--- config.mk ---
export PLATFORM = sky130hd
export DESIGN_NAME = nib_deser4_flat
export DESIGN_NICKNAME = d
export VERILOG_FILES = /design/src/rtl/nib_deser4_pkg.sv /design/src/rtl/nib_deser4_if.sv /design/src/rtl/nib_deser4_shreg.sv /design/src/rtl/nib_deser4.sv /design/src/flat_wrapper.sv
export SDC_FILE = /design/constraint.sdc
export NUM_CORES = 1
export LEC_CHECK = 0
export ABC_AREA = 1
export ABC_CLOCK_PERIOD_IN_PS = 1500
export BUFFER_PORTS_ARGS = -buffer_cell sky130_fd_sc_hd__clkbuf_2
export CAP_MARGIN = 20
export CORE_AREA = 2 2 39 41
export CTS_BUF_LIST = sky130_fd_sc_hd__clkbuf_4 sky130_fd_sc_hd__clkbuf_8
export CTS_CLUSTER_DIAMETER = 30
export DETAILED_ROUTE_END_ITERATION = 8
export DIE_AREA = 0 0 41 43
export HOLD_SLACK_MARGIN = 0.08
export PLACE_DENSITY = 0.68
export SYNTH_ARGS = -nofsm -noshare
export SYNTH_HDL_FRONTEND = slang
export SYNTH_SLANG_ARGS = --single-unit
--- constraint.sdc ---
create_clock -name clk -period 1.5 [get_ports clk]
set_clock_uncertainty 0.1 [all_clocks]
set_input_delay 0.15 -clock clk [delete_from_list [all_inputs] [get_ports clk]]
set_output_delay 0.15 -clock clk [all_outputs]
set_load 0.005 [all_outputs]
--- src/rtl/nib_deser4_pkg.sv ---
// Shared types and framing constants for the nib_deser4 nibble receiver.
// Optional macro NIB_DESER4_PARITY_EN extends each frame with an even-parity bit.
package nib_deser4_pkg;

   localparam int NIB_W = 4;
   localparam int CNT_W = 3;

   typedef enum logic {
      COLLECT = 1'b0,
      HOLD    = 1'b1
   } state_t;

   // Number of serial bits making up one frame on the wire.
   function automatic logic [CNT_W-1:0] FRAME_LEN();
`ifdef NIB_DESER4_PARITY_EN
      return 3'd5;
`else
      return 3'd4;
`endif
   endfunction

endpackage

--- src/rtl/nib_deser4_if.sv ---
// Serial-in / parallel-out handshake bundle for nib_deser4.
// parity_err exists only when NIB_DESER4_PARITY_EN is defined.
interface nib_deser4_if;
   import nib_deser4_pkg::*;

   logic             sin_valid;
   logic             sin_bit;
   logic             sin_ready;
   logic             out_valid;
   logic             out_ready;
   logic [NIB_W-1:0] out_data;
`ifdef NIB_DESER4_PARITY_EN
   logic             parity_err;
`endif

   // master is the bit source plus word consumer; slave is the receiver.
`ifdef NIB_DESER4_PARITY_EN
   modport master (
      output sin_valid, sin_bit, out_ready,
      input  sin_ready, out_valid, out_data, parity_err
   );
   modport slave (
      input  sin_valid, sin_bit, out_ready,
      output sin_ready, out_valid, out_data, parity_err
   );
`else
   modport master (
      output sin_valid, sin_bit, out_ready,
      input  sin_ready, out_valid, out_data
   );
   modport slave (
      input  sin_valid, sin_bit, out_ready,
      output sin_ready, out_valid, out_data
   );
`endif

endinterface

--- src/rtl/nib_deser4_shreg.sv ---
// Shift register and frame bit counter for nib_deser4; MSB_FIRST picks bit ordering.
// With NIB_DESER4_PARITY_EN the final frame bit is a parity bit and is not shifted in.
module nib_deser4_shreg
   import nib_deser4_pkg::*;
#(
   parameter bit MSB_FIRST = 1'b1
) (
   input  logic             clk,
   input  logic             rst,
   input  logic             shift_en,
   input  logic             bit_in,
   output logic [NIB_W-1:0] word_nxt,
`ifdef NIB_DESER4_PARITY_EN
   output logic             parity_err_nxt,
`endif
   output logic             load_done
);

   localparam logic [CNT_W-1:0] DATA_BITS = 3'd4;

   logic [NIB_W-1:0] word_q;
   logic [NIB_W-1:0] shifted;
   logic [CNT_W-1:0] count_q;

   // word_nxt is the value the word takes if this cycle's bit is accepted, so
   // the top can capture a finished word on the very edge that completes it.
   always_comb begin
      shifted   = MSB_FIRST ? {word_q[NIB_W-2:0], bit_in}
                            : {bit_in, word_q[NIB_W-1:1]};
      word_nxt  = (count_q < DATA_BITS) ? shifted : word_q;
      load_done = shift_en && (count_q == (FRAME_LEN() - 3'd1));
   end

`ifdef NIB_DESER4_PARITY_EN
   // Even parity: data ones plus the parity bit must total an even count.
   always_comb begin
      parity_err_nxt = (^word_q) ^ bit_in;
   end
`endif

   // Accumulate bits; a completed frame empties the register for the next word.
   always_ff @(posedge clk) begin
      if (rst) begin
         word_q  <= '0;
         count_q <= '0;
      end else if (load_done) begin
         word_q  <= '0;
         count_q <= '0;
      end else if (shift_en) begin
         word_q  <= word_nxt;
         count_q <= count_q + 3'd1;
      end
   end

endmodule

--- src/rtl/nib_deser4.sv ---
// nib_deser4: serial-to-parallel nibble receiver with valid/ready output and NAND of the word.
// Optional macro NIB_DESER4_PARITY_EN adds a trailing even-parity bit and parity_err output.
module nib_deser4
   import nib_deser4_pkg::*;
#(
   parameter bit MSB_FIRST    = 1'b1,
   parameter bit DROP_ON_FULL = 1'b1
) (
   input  logic         clk,
   input  logic         rst,
   nib_deser4_if.slave  bus,
   output logic         nand_y,
   output logic         overrun
);

   state_t           state_q;
   state_t           state_d;
   logic             shift_en;
   logic             drop;
   logic             load_done;
   logic [NIB_W-1:0] word_nxt;
   logic [NIB_W-1:0] data_q;
`ifdef NIB_DESER4_PARITY_EN
   logic             parity_err_nxt;
   logic             parity_err_q;
`endif

   nib_deser4_shreg #(
      .MSB_FIRST (MSB_FIRST)
   ) u_shreg (
      .clk            (clk),
      .rst            (rst),
      .shift_en       (shift_en),
      .bit_in         (bus.sin_bit),
      .word_nxt       (word_nxt),
`ifdef NIB_DESER4_PARITY_EN
      .parity_err_nxt (parity_err_nxt),
`endif
      .load_done      (load_done)
   );

   // A completing handshake frees HOLD in the same cycle, so the incoming bit
   // can start the next word; otherwise HOLD either drops bits or stalls.
   assign bus.sin_ready = (state_q == COLLECT) || bus.out_ready || DROP_ON_FULL;
   assign shift_en      = bus.sin_valid && ((state_q == COLLECT) || bus.out_ready);
   assign drop          = bus.sin_valid && (state_q == HOLD) && !bus.out_ready
                          && DROP_ON_FULL;

   always_ff @(posedge clk) begin
      if (rst) begin
         state_q <= COLLECT;
      end else begin
         state_q <= state_d;
      end
   end

   always_comb begin
      state_d = state_q;
      case (state_q)
         COLLECT: if (load_done)     state_d = HOLD;
         HOLD:    if (bus.out_ready) state_d = COLLECT;
         default:                    state_d = COLLECT;
      endcase
   end

   // The word register only changes on the frame-completing edge, keeping it
   // stable for the whole HOLD period.
   always_ff @(posedge clk) begin
      if (rst) begin
         data_q <= '0;
      end else if (load_done) begin
         data_q <= word_nxt;
      end
   end

   always_ff @(posedge clk) begin
      if (rst) begin
         overrun <= 1'b0;
      end else if (drop) begin
         overrun <= 1'b1;
      end
   end

`ifdef NIB_DESER4_PARITY_EN
   always_ff @(posedge clk) begin
      if (rst) begin
         parity_err_q <= 1'b0;
      end else if (load_done) begin
         parity_err_q <= parity_err_nxt;
      end
   end

   assign bus.parity_err = parity_err_q;
`endif

   assign bus.out_valid = (state_q == HOLD);
   assign bus.out_data  = data_q;
   assign nand_y        = ~&data_q;

endmodule

--- src/flat_wrapper.sv ---
// flat-port wrapper written by rule: the top's interface ports become plain ports
module nib_deser4_flat import nib_deser4_pkg::*;
#(
   parameter bit MSB_FIRST    = 1'b1,
   parameter bit DROP_ON_FULL = 1'b1
)
  (clk, rst, nand_y, overrun, bus_sin_valid, bus_sin_bit, bus_out_ready, bus_sin_ready, bus_out_valid, bus_out_data);
  nib_deser4_if bus_i ();
  input  logic clk;
  input  logic rst;
  output logic nand_y;
  output logic overrun;
  input wire logic [$bits(bus_i.sin_valid)-1:0] bus_sin_valid;
  input wire logic [$bits(bus_i.sin_bit)-1:0] bus_sin_bit;
  input wire logic [$bits(bus_i.out_ready)-1:0] bus_out_ready;
  output wire logic [$bits(bus_i.sin_ready)-1:0] bus_sin_ready;
  output wire logic [$bits(bus_i.out_valid)-1:0] bus_out_valid;
  output wire logic [$bits(bus_i.out_data)-1:0] bus_out_data;
  assign bus_i.sin_valid = bus_sin_valid;
  assign bus_i.sin_bit = bus_sin_bit;
  assign bus_i.out_ready = bus_out_ready;
  assign bus_sin_ready = bus_i.sin_ready;
  assign bus_out_valid = bus_i.out_valid;
  assign bus_out_data = bus_i.out_data;
  nib_deser4 #(.MSB_FIRST(MSB_FIRST), .DROP_ON_FULL(DROP_ON_FULL)) u_core (.clk(clk), .rst(rst), .bus(bus_i), .nand_y(nand_y), .overrun(overrun));
endmodule
# [After elaboration in Yosys (flattened, before gate mapping)]
# Index checks and enable logic that the tools add are counted.
[word_totals] ff_bits=13 out_inout_bits=8 input_bits=5
[classes] n_mux=4 eq_ne=1 n_reduce_logical=9 magnitude_cmp=1 addsub=1 bitwise_logic=1
[ops] op="1-bit logical AND" count=4
[ops] op="4-bit 2-to-1 mux" count=1
[ops] op="4-bit AND reduction" count=1
[ops] op="3-bit by 1-bit adder with 3-bit output (second input constant)" count=1
[ops] op="3-bit by 2-bit equality test with 1-bit output (second input constant)" count=1
[ops] op="3-bit < comparator (second input constant)" count=1
[ops] op="1-bit zero test" count=2
[ops] op="1-bit 2-to-1 mux" count=2
[ops] op="1-bit one-hot mux with 2 select lines" count=1
[ops] op="2-bit OR reduction" count=1
[ops] op="1-bit logical OR" count=1
[ops] op="1-bit inverter" count=1

# [Logic depth before layout (Yosys ltp)]
# Gate-level depths: netlist (run 1).
[depth] ltp_word=6 depth_mapped=6 mapped_depth_nobuf=6

# [Hierarchy]
# A second synthesis (run 1) with hierarchy kept.
[hier_totals] cells_unflattened=88 area_unflattened_um2=605.6
[by_module_without_submodules] mod="nib_deser4_shreg" area_each_um2=372.9 cells_per_inst=57 n_inst=1 seq_area_each_um2=140.1
[by_module_without_submodules] mod="nib_deser4" area_each_um2=232.7 cells_per_inst=31 n_inst=1 seq_area_each_um2=120.1

# [Worst setup path before layout (run 1)]
# OpenSTA, ideal clock, no wires.
[synth_timing] path_type="register to register" startpoint="register u_core.u_shreg.count_q[2]" endpoint="register u_core.u_shreg.count_q[0]" stages_incl_launch_ff=6 arrival_time_ps=1043 path_buffers=0 path_slack_ps=287 cell_sequence="dfxtp_1 > inv_1 > ha_1 > nand3_2 > nand2_1 > a21oi_1"
[synth_via] elab_chain_len=3
[synth_rtl] item="start, declared" line_no="nib_deser4_shreg.sv:23" text="logic [CNT_W-1:0] count_q;"
[synth_rtl] item="start signal, assigned" line_no="nib_deser4_shreg.sv:51" text="count_q <= count_q + 3'd1;"
[synth_rtl] item="3-bit by 2-bit equality test with 1-bit output" line_no="nib_deser4_shreg.sv:31" text="load_done = shift_en && (count_q == (FRAME_LEN() - 3'd1));"
[synth_rtl] item="1-bit logical AND" line_no="nib_deser4_shreg.sv:31"
[synth_rtl] item="2-bit OR reduction (no source line)"
# Every way passes these cells.
# A chain may end at the register's enable or synchronous reset.

# [Worst setup path after layout (run 1)]
[layout_timing] startpoint="register u_core.u_shreg.count_q[0]" endpoint="register u_core.u_shreg.count_q[2]"
[layout_via] elab_chain_len=3 word_cells_on_any_way=4
[layout_rtl] item="branches (longest 3 deep; another with 3-bit by 1-bit adder with 3-bit output)"
# Several ways; the timed one is not identified.

==> results of run 1 <==
==> per-layer routing <==
layer | wire length [µm] | vias to the layer above | share of wire, % | GRT usage (%)
li1 | - | 291 | - | -
met1 | 533 | 239 | 47 | 20.3
met2 | 500 | 17 | 44 | 20.6
met3 | 56 | 5 | 4.9 | 3.14
met4 | 44 | 0 | 3.9 | 12.0
met5 | 0 | - | 0 | 0
==> placed cells by master, fill, tap and decap left out <==
cell and count:
a21oi_1 8, a21oi_4 1, a31oi_1 1, buf_4 1, clkbuf_2 11, clkbuf_4 4
conb_1 1, dfxtp_1 13, dlygate4sd3_1 1, ha_1 2, inv_1 6, inv_2 1
nand2_1 31, nand3_1 9, nand3_2 1, nand3b_1 1, nand4_1 1, nor2_1 4
==> per-stage QoR <==
| stage | hold slack (ns) | util (%) | instance area (µm²) |
|---|---|---|---|
| finish | 0.108 | 50.6 | 701 |
| global route | 0.135 | 50.6 | 701 |
| CTS | 0.103 | 50.6 | 701 |
| detailed placement | 0.271 | 47.7 | 661 |
| global placement | 0.267 | 47.7 | 661 |
| floorplan | 0.122 | - | 586 |
==> cell families (layout without fill, tap and decap cells) <==
group | count (synthesis) | in the layout | synth area share [%]
and+or+nand+nor | 47 | 47 | 34.2
DFF | 13 | 13 | 44.4
AOI/OAI and AO/OA | 10 | 10 | 10.7
buffers and inverters | 8 | 24 | 5.77
adders and majority gates | 2 | 2 | 4.27
other | 1 | 1 | 0.640
==> flip-flops by register name, summed over array words and instances (netlist names) <==
signal,cells
u_core.u_shreg.count_q,3
u_core.bus.out_valid,1
u_core.overrun,1
u_core.bus.out_data,4
u_core.u_shreg.word_q,4
==> cells in the mapped netlist (all sizes together) <==
cell type,count,area share [%]
a21oi,9,9.6
a31oi,1,1.1
buf,1,1.3
conb,1,0.64
dfxtp,13,44
ha,2,4.3
inv,7,4.5
nand2,31,20
nand3,10,9.4
nand3b,1,1.3
nand4,1,1.1
nor2,4,2.6
==> power by group through the flow <==
stage | Clock, mW | Combinational (mW) | Sequential (mW)
global route | 0.255 | 0.0584 | 0.359
detailed placement | 0 | 0.0502 | 0.366
finish | 0.239 | 0.0518 | 0.358
global placement | 0 | 0.0494 | 0.366
CTS | 0.247 | 0.0522 | 0.358
floorplan | 0 | 0.0345 | 0.366
==> layout make-up <==
| type | instances | share of cell area, % |
|---|---|---|
| clock buffer | 4 | 4.29 |
| inverter | 7 | 3.75 |
| multi-input combinational | 60 | 41.6 |
| sequential | 13 | 37.1 |
| tap | 16 | 2.86 |
| timing repair buffer | 13 | 10.4 |
==> worst max-delay path: stages, from the launching register on <==
cell and delay (ns):
dfxtp_1 0.33, ha_1 0.20, ha_1 0.21, nand3_2 0.12
nand2_1 0.17, a21oi_1 0.17
==> final timing paths <==
| path | start | endpoint | depth (start not counted) |
|---|---|---|---|
| setup reg to reg | u_core.u_shreg.count_q[0] | u_core.u_shreg.count_q[2] | 5 |
| hold / removal | bus_out_ready | u_core.overrun | 4 |
| setup / recovery | u_core.u_shreg.count_q[0] | u_core.u_shreg.count_q[2] | 5 |
| hold reg to reg | u_core.u_shreg.word_q[3] | u_core.u_shreg.word_q[3] | 2 |
==> timing repair <==
| action | CTS | global route |
|---|---|---|
| hold buffers | 1 | 0 |
| resized for setup | 0 | 0 |
| hold endpoints to repair | 2 | 0 |
==> summary.txt, run 1 <==
Global routing
  – Gr usage total: 15.3%
  – Initial antenna violation count: 0
  – Largest net degree at the start of global routing: 10
  – Total gr overflow: 0
  – First-pass GRT wire length: 1790 µm
  – Vias in the first global route: 463

Route
  – DRC marker count from the first detailed-route iteration: 17
  – DR vias: 552
  – Final ANT Viol Nets: 0
  – Number of remaining DRC errors: 0
  – Number of vias per cell: 4.88
  – Initial DRT Pass Iterations: 4
  – Drt wl/cell: 10.0 µm
  – DRT Wirelength: 1140 µm

Final layout
  – Reg area: 260 µm²
  – Final nets: 105
  – Area Growth Syn to Fin: 19.7%
  – Multi-input gate area: 292 µm²
  – ANT cells: 0
  – Fill count: 142
  – Share of post-route cells with drive strength above 1: 19.6%
  – Non-filler cells, final: 113

Clock tree
  – CTS Buf Count: 3
  – CTS max path bufs: 2
  – Htree depth: 1
  – Clock sinks: 13
  – CTS tree: yes
  – Root buf cell: clkbuf_4
  – Clock insertion delay at the later pin of the skew report: 0.28 ns
  – Post CTS Setup Buffer Count: 0
  – Clk slew on worst S/H paths: 0.08 ns

Floorplan
  – Starting Density: 42.3%
  – FP Rows: 14
  – Core Area: 1380 µm²
  – Die H: 43 µm
  – Die area: 1760 µm²
  – DIE WIDTH: 41 µm
  – I/O pins: 13

Synthesis
  – Mapped Cells: 81
  – Cell area after synthesis: 586 µm²
  – YS warnings: 0
  – Register area share after synthesis: 44.4%
  – #FFs+latches synth: 13
  – Synth cell types: 15
  – Synthesized Nets: 88
  – Mean Syn Cell Area: 7.23 µm²

Place
  – Setup WS pre-CTS: 0.132 ns
  – Cells after DPL: 108
  – Post-DP HPWL: 847 µm
  – Port Buf Inserts: 11
  – GP Congestion: 0.790

Critical path
  – Crit start category: flip-flop
  – R2r setup slk: 0.14 ns
  – Required @ worst endpoint: 1.62 ns
  – Max FO, Critical Path: 7
  – Critical path data arrival time: 1.48 ns
  – Kind of critical path: reg2reg
  – Crit. End Element: flip-flop

Power and ir drop
  – Peak supply drop: 0.455 mV
  – Leakage: 0.330 nW
  – Sw frac: 23.9%
  – Clock share of power: 36.8%
  – PwrDens: 926 nW/µm²
  – Logic pwr share: 8.0%
  – Switch Pwr: 0.155 mW
  – P_int: 0.494 mW
  – Seq pwr share: 55.2%
  – Total power: 0.649 mW

Timing
  – Slew Limit Fails: 0
  – Peak Freq: 735 MHz
  – RSZ-0062 raised after global routing: false
  – Setup ws final: 0.140 ns
  – TNS Setup: 0 ns
  – Final setup fails: 0
  – Tmin final: 1.36 ns
  – Fin crit share: 90.7%
  – Hold Fails Final Rpt: 0

Run
  – Max cap viols: 0

Worst hold path
  – Worst min-delay path category: in2reg

Outcome
  – Outcome: complete, no violations
Note: power is estimated with default switching activity, not from simulation.
==> inputs of run 2 (changes only) <==
- ABC_CLOCK_PERIOD_IN_PS: 1500 -> 1400
- REMOVE_ABC_BUFFERS: unset -> 1
- clock period: 1.5 -> 1.4 ns (I/O delays scaled with it)
==> run 2 against run 1 <==
Against the previous run:
- total power up 7.0%
- critical endpoint is now u_core.u_shreg.count_q[0]
- clock power increased by 6%
- combinational power grew 12%
- maximum frequency grew 7.8%
- sequential share of layout area shrank 0.65 points
- critical path type unchanged
- largest cell class unchanged
- global-route usage grew 0.12 points
- first-iteration DRC count down 24%
- worst setup slack got worse by 0.0017 ns
- die area did not move
- worst hold slack got worse by 0.0017 ns
==> summary.txt, run 2 (same netlist as run 1, synthesis figures left out) <==
Worst hold path
  – HP Start: bus_out_ready (unchanged)
  – WHS Path Cells: 4 (unchanged)
  – Worst hold endpoint: u_core.overrun (unchanged)
  – Worst min-delay path category: in2reg (unchanged)

Timing
  – Fin crit share: 90.1% (was 90.7%)
  – Tmin final: 1.26 ns (was 1.36 ns)
  – RSZ-0062 raised after global routing: false (unchanged)
  – Final setup fails: 0 (unchanged)
  – Hold Fails Final Rpt: 0 (unchanged)
  – Peak Freq: 793 MHz (was 735 MHz)
  – Hold slack: 0.107 ns (was 0.108 ns)
  – Slew Limit Fails: 0 (unchanged)
  – TNS Setup: 0 ns (unchanged)
  – Setup ws final: 0.139 ns (was 0.140 ns)

Power and ir drop
  – PwrDens: 974 nW/µm² (was 926 nW/µm²)
  – Total power: 0.695 mW (was 0.649 mW)
  – P_int: 0.529 mW (was 0.494 mW)
  – Sw frac: 23.8% (was 23.9%)
  – Switch Pwr: 0.165 mW (was 0.155 mW)
  – Clock share of power: 36.4% (was 36.8%)
  – Logic pwr share: 8.3% (was 8.0%)
  – Peak supply drop: 0.443 mV (was 0.455 mV)
  – Seq pwr share: 55.3% (was 55.2%)
  – Leakage: 0.334 nW (was 0.330 nW)

Final layout
  – Area Growth Syn to Fin: 21.8% (was 19.7%)
  – Share of post-route cells with drive strength above 1: 22.4% (was 19.6%)
  – ANT cells: 0 (unchanged)
  – Final nets: 106 (was 105)
  – Final Cell Area: 713 µm² (was 701 µm²)
  – Commonest non-fill, non-tap cell in the layout: nand2_1 (unchanged)
  – Fin util: 51.5% (was 50.6%)
  – Non-filler cells, final: 114 (was 113)
  – Most frequent cells in the layout: nand2_1 (30), dfxtp_1 (13), clkbuf_2 (11) (was nand2_1 (31), dfxtp_1 (13), clkbuf_2 (11))

Critical path
  – Critical path buffers and inverters: 0 (unchanged)
  – Crit path max-delay family: adder cells (unchanged)
  – Critical path cell sequence: ha_1 > ha_1 > nand3_2 > nand2_2 > a21oi_1 (was ha_1 > ha_1 > nand3_2 > nand2_1 > a21oi_1)
  – Critical path data arrival time: 1.37 ns (was 1.48 ns)
  – Required @ worst endpoint: 1.51 ns (was 1.62 ns)
  – Worst r2r src: u_core.u_shreg.count_q[0] (unchanged)
  – Crit start category: flip-flop (unchanged)
  – Slowest cell delay on critical path: 0.33 ns (about the same)
  – Cell depth of the worst flop-to-flop path: 5 (unchanged)
  – Crit Reg-Reg Endpoint: u_core.u_shreg.count_q[0] (was u_core.u_shreg.count_q[2])
  – Crit. End Element: flip-flop (unchanged)
  – Critical-path top delay cell: dfxtp_1 (unchanged)
  – Kind of critical path: reg2reg (unchanged)
  – Max FO, Critical Path: 7 (unchanged)
  – R2r setup slk: 0.14 ns (about the same)
  – CP dominant cell by count: ha_1 (unchanged)

Clock tree
  – CTS Buf Count: 3 (unchanged)
  – Clock sinks: 13 (unchanged)
  – CTS max path bufs: 2 (unchanged)
  – Root buf cell: clkbuf_4 (unchanged)
  – CTS tree: yes (unchanged)
  – Clk slew on worst S/H paths: 0.08 ns (about the same)
  – Clock insertion delay at the later pin of the skew report: 0.27 ns (was 0.28 ns)
  – Post CTS Setup Buffer Count: 0 (unchanged)
  – Htree depth: 1 (unchanged)

Place
  – Cells after DPL: 109 (was 108)
  – Post-DP Area: 668 µm² (was 661 µm²)
  – Port Buf Inserts: 11 (unchanged)
  – Post-DP HPWL: 852 µm (was 847 µm)
  – Setup WS pre-CTS: 0.0641 ns (was 0.132 ns)
  – GP Congestion: 0.772 (was 0.790)

Floorplan
  – I/O pins: 13 (unchanged)
  – Die area: 1760 µm² (unchanged)
  – Die H: 43 µm (unchanged)
  – Core Area: 1380 µm² (unchanged)
  – DIE WIDTH: 41 µm (unchanged)
  – Starting Density: 42.3% (unchanged)
  – FP Rows: 14 (unchanged)

Route
  – Number of remaining DRC errors: 0 (unchanged)
  – Number of vias per cell: 4.97 (was 4.88)
  – Drt wl/cell: 9.99 µm (was 10.0 µm)
  – Final ANT Viol Nets: 0 (unchanged)
  – DR vias: 567 (was 552)
  – DRT Wirelength: 1140 µm (about the same)
  – DRC marker count from the first detailed-route iteration: 13 (was 17)
  – Initial DRT Pass Iterations: 4 (unchanged)

Outcome
  – Outcome: complete, no violations (unchanged)

Global routing
  – Largest net degree at the start of global routing: 10 (unchanged)
  – Initial antenna violation count: 0 (unchanged)
  – Gr usage total: 15.5% (was 15.3%)
  – First-pass GRT wire length: 1840 µm (was 1790 µm)
  – Vias in the first global route: 460 (was 463)
  – Total gr overflow: 0 (unchanged)

Run
  – Max cap viols: 0 (unchanged)
-- run 2: changes by cell type in the layout (fill, tap and decap cells not counted) --
cell     change
nand2_1      -1
buf_4        +1
nor2_2       +1
nand2_2      +1
nor2_1       -1
-- run 2: worst max-delay path by stage --
stage,to,depth (start not counted),start
floorplan,u_core.u_shreg.count_q[0],5,u_core.u_shreg.count_q[2]
global placement,u_core.u_shreg.word_q[3],5,u_core.u_shreg.count_q[0]
detailed placement,u_core.u_shreg.word_q[3],5,u_core.u_shreg.count_q[0]
CTS,u_core.u_shreg.count_q[0],5,u_core.u_shreg.count_q[0]
global route,u_core.bus.out_data[2],6,u_core.u_shreg.count_q[0]
finish,u_core.u_shreg.count_q[0],5,u_core.u_shreg.count_q[0]
-- run 2: power groups by stage --
stage,Sequential (mW),Combinational [mW],Clock [mW]
after global routing,0.385,0.0664,0.277
final,0.384,0.0579,0.253
after global placement,0.392,0.0535,0
after floorplan,0.392,0.0349,0
after detailed placement,0.392,0.0549,0
after CTS,0.384,0.0572,0.258
-- run 2: routing by layer --
layer  routed length, µm  part of all wire [%]  track usage, %  vias to the layer above
met5                   0                     0               0                        -
met4                  27                   2.4            10.0                        0
met3                  47                   4.1            4.71                        4
met2                 515                    45            20.6                       19
met1                 550                    48            20.7                      248
li1                    -                     -               -                      296
-- run 2: timing repair --
item	4_1_cts	5_1_grt
setup endpoints to repair	0	11
hold buffers	1	0
endpoints found under the hold margin	2	0
gates resized for setup	0	2
-- run 2: layout make-up --
type | count | area [µm²]
clock buffers | 4 | 30.0
multi-input cells | 60 | 297
well taps | 16 | 20.0
inverters | 7 | 26.3
flip-flops and latches | 13 | 260
fillers | 142 | 671
repair buffers | 14 | 80.1
-- run 2: worst reg2reg max path, stage by stage, from the launching register on --
cell	delay [ns]
dfxtp_1	0.33
ha_1	0.19
ha_1	0.21
nand3_2	0.12
nand2_2	0.11
a21oi_1	0.13
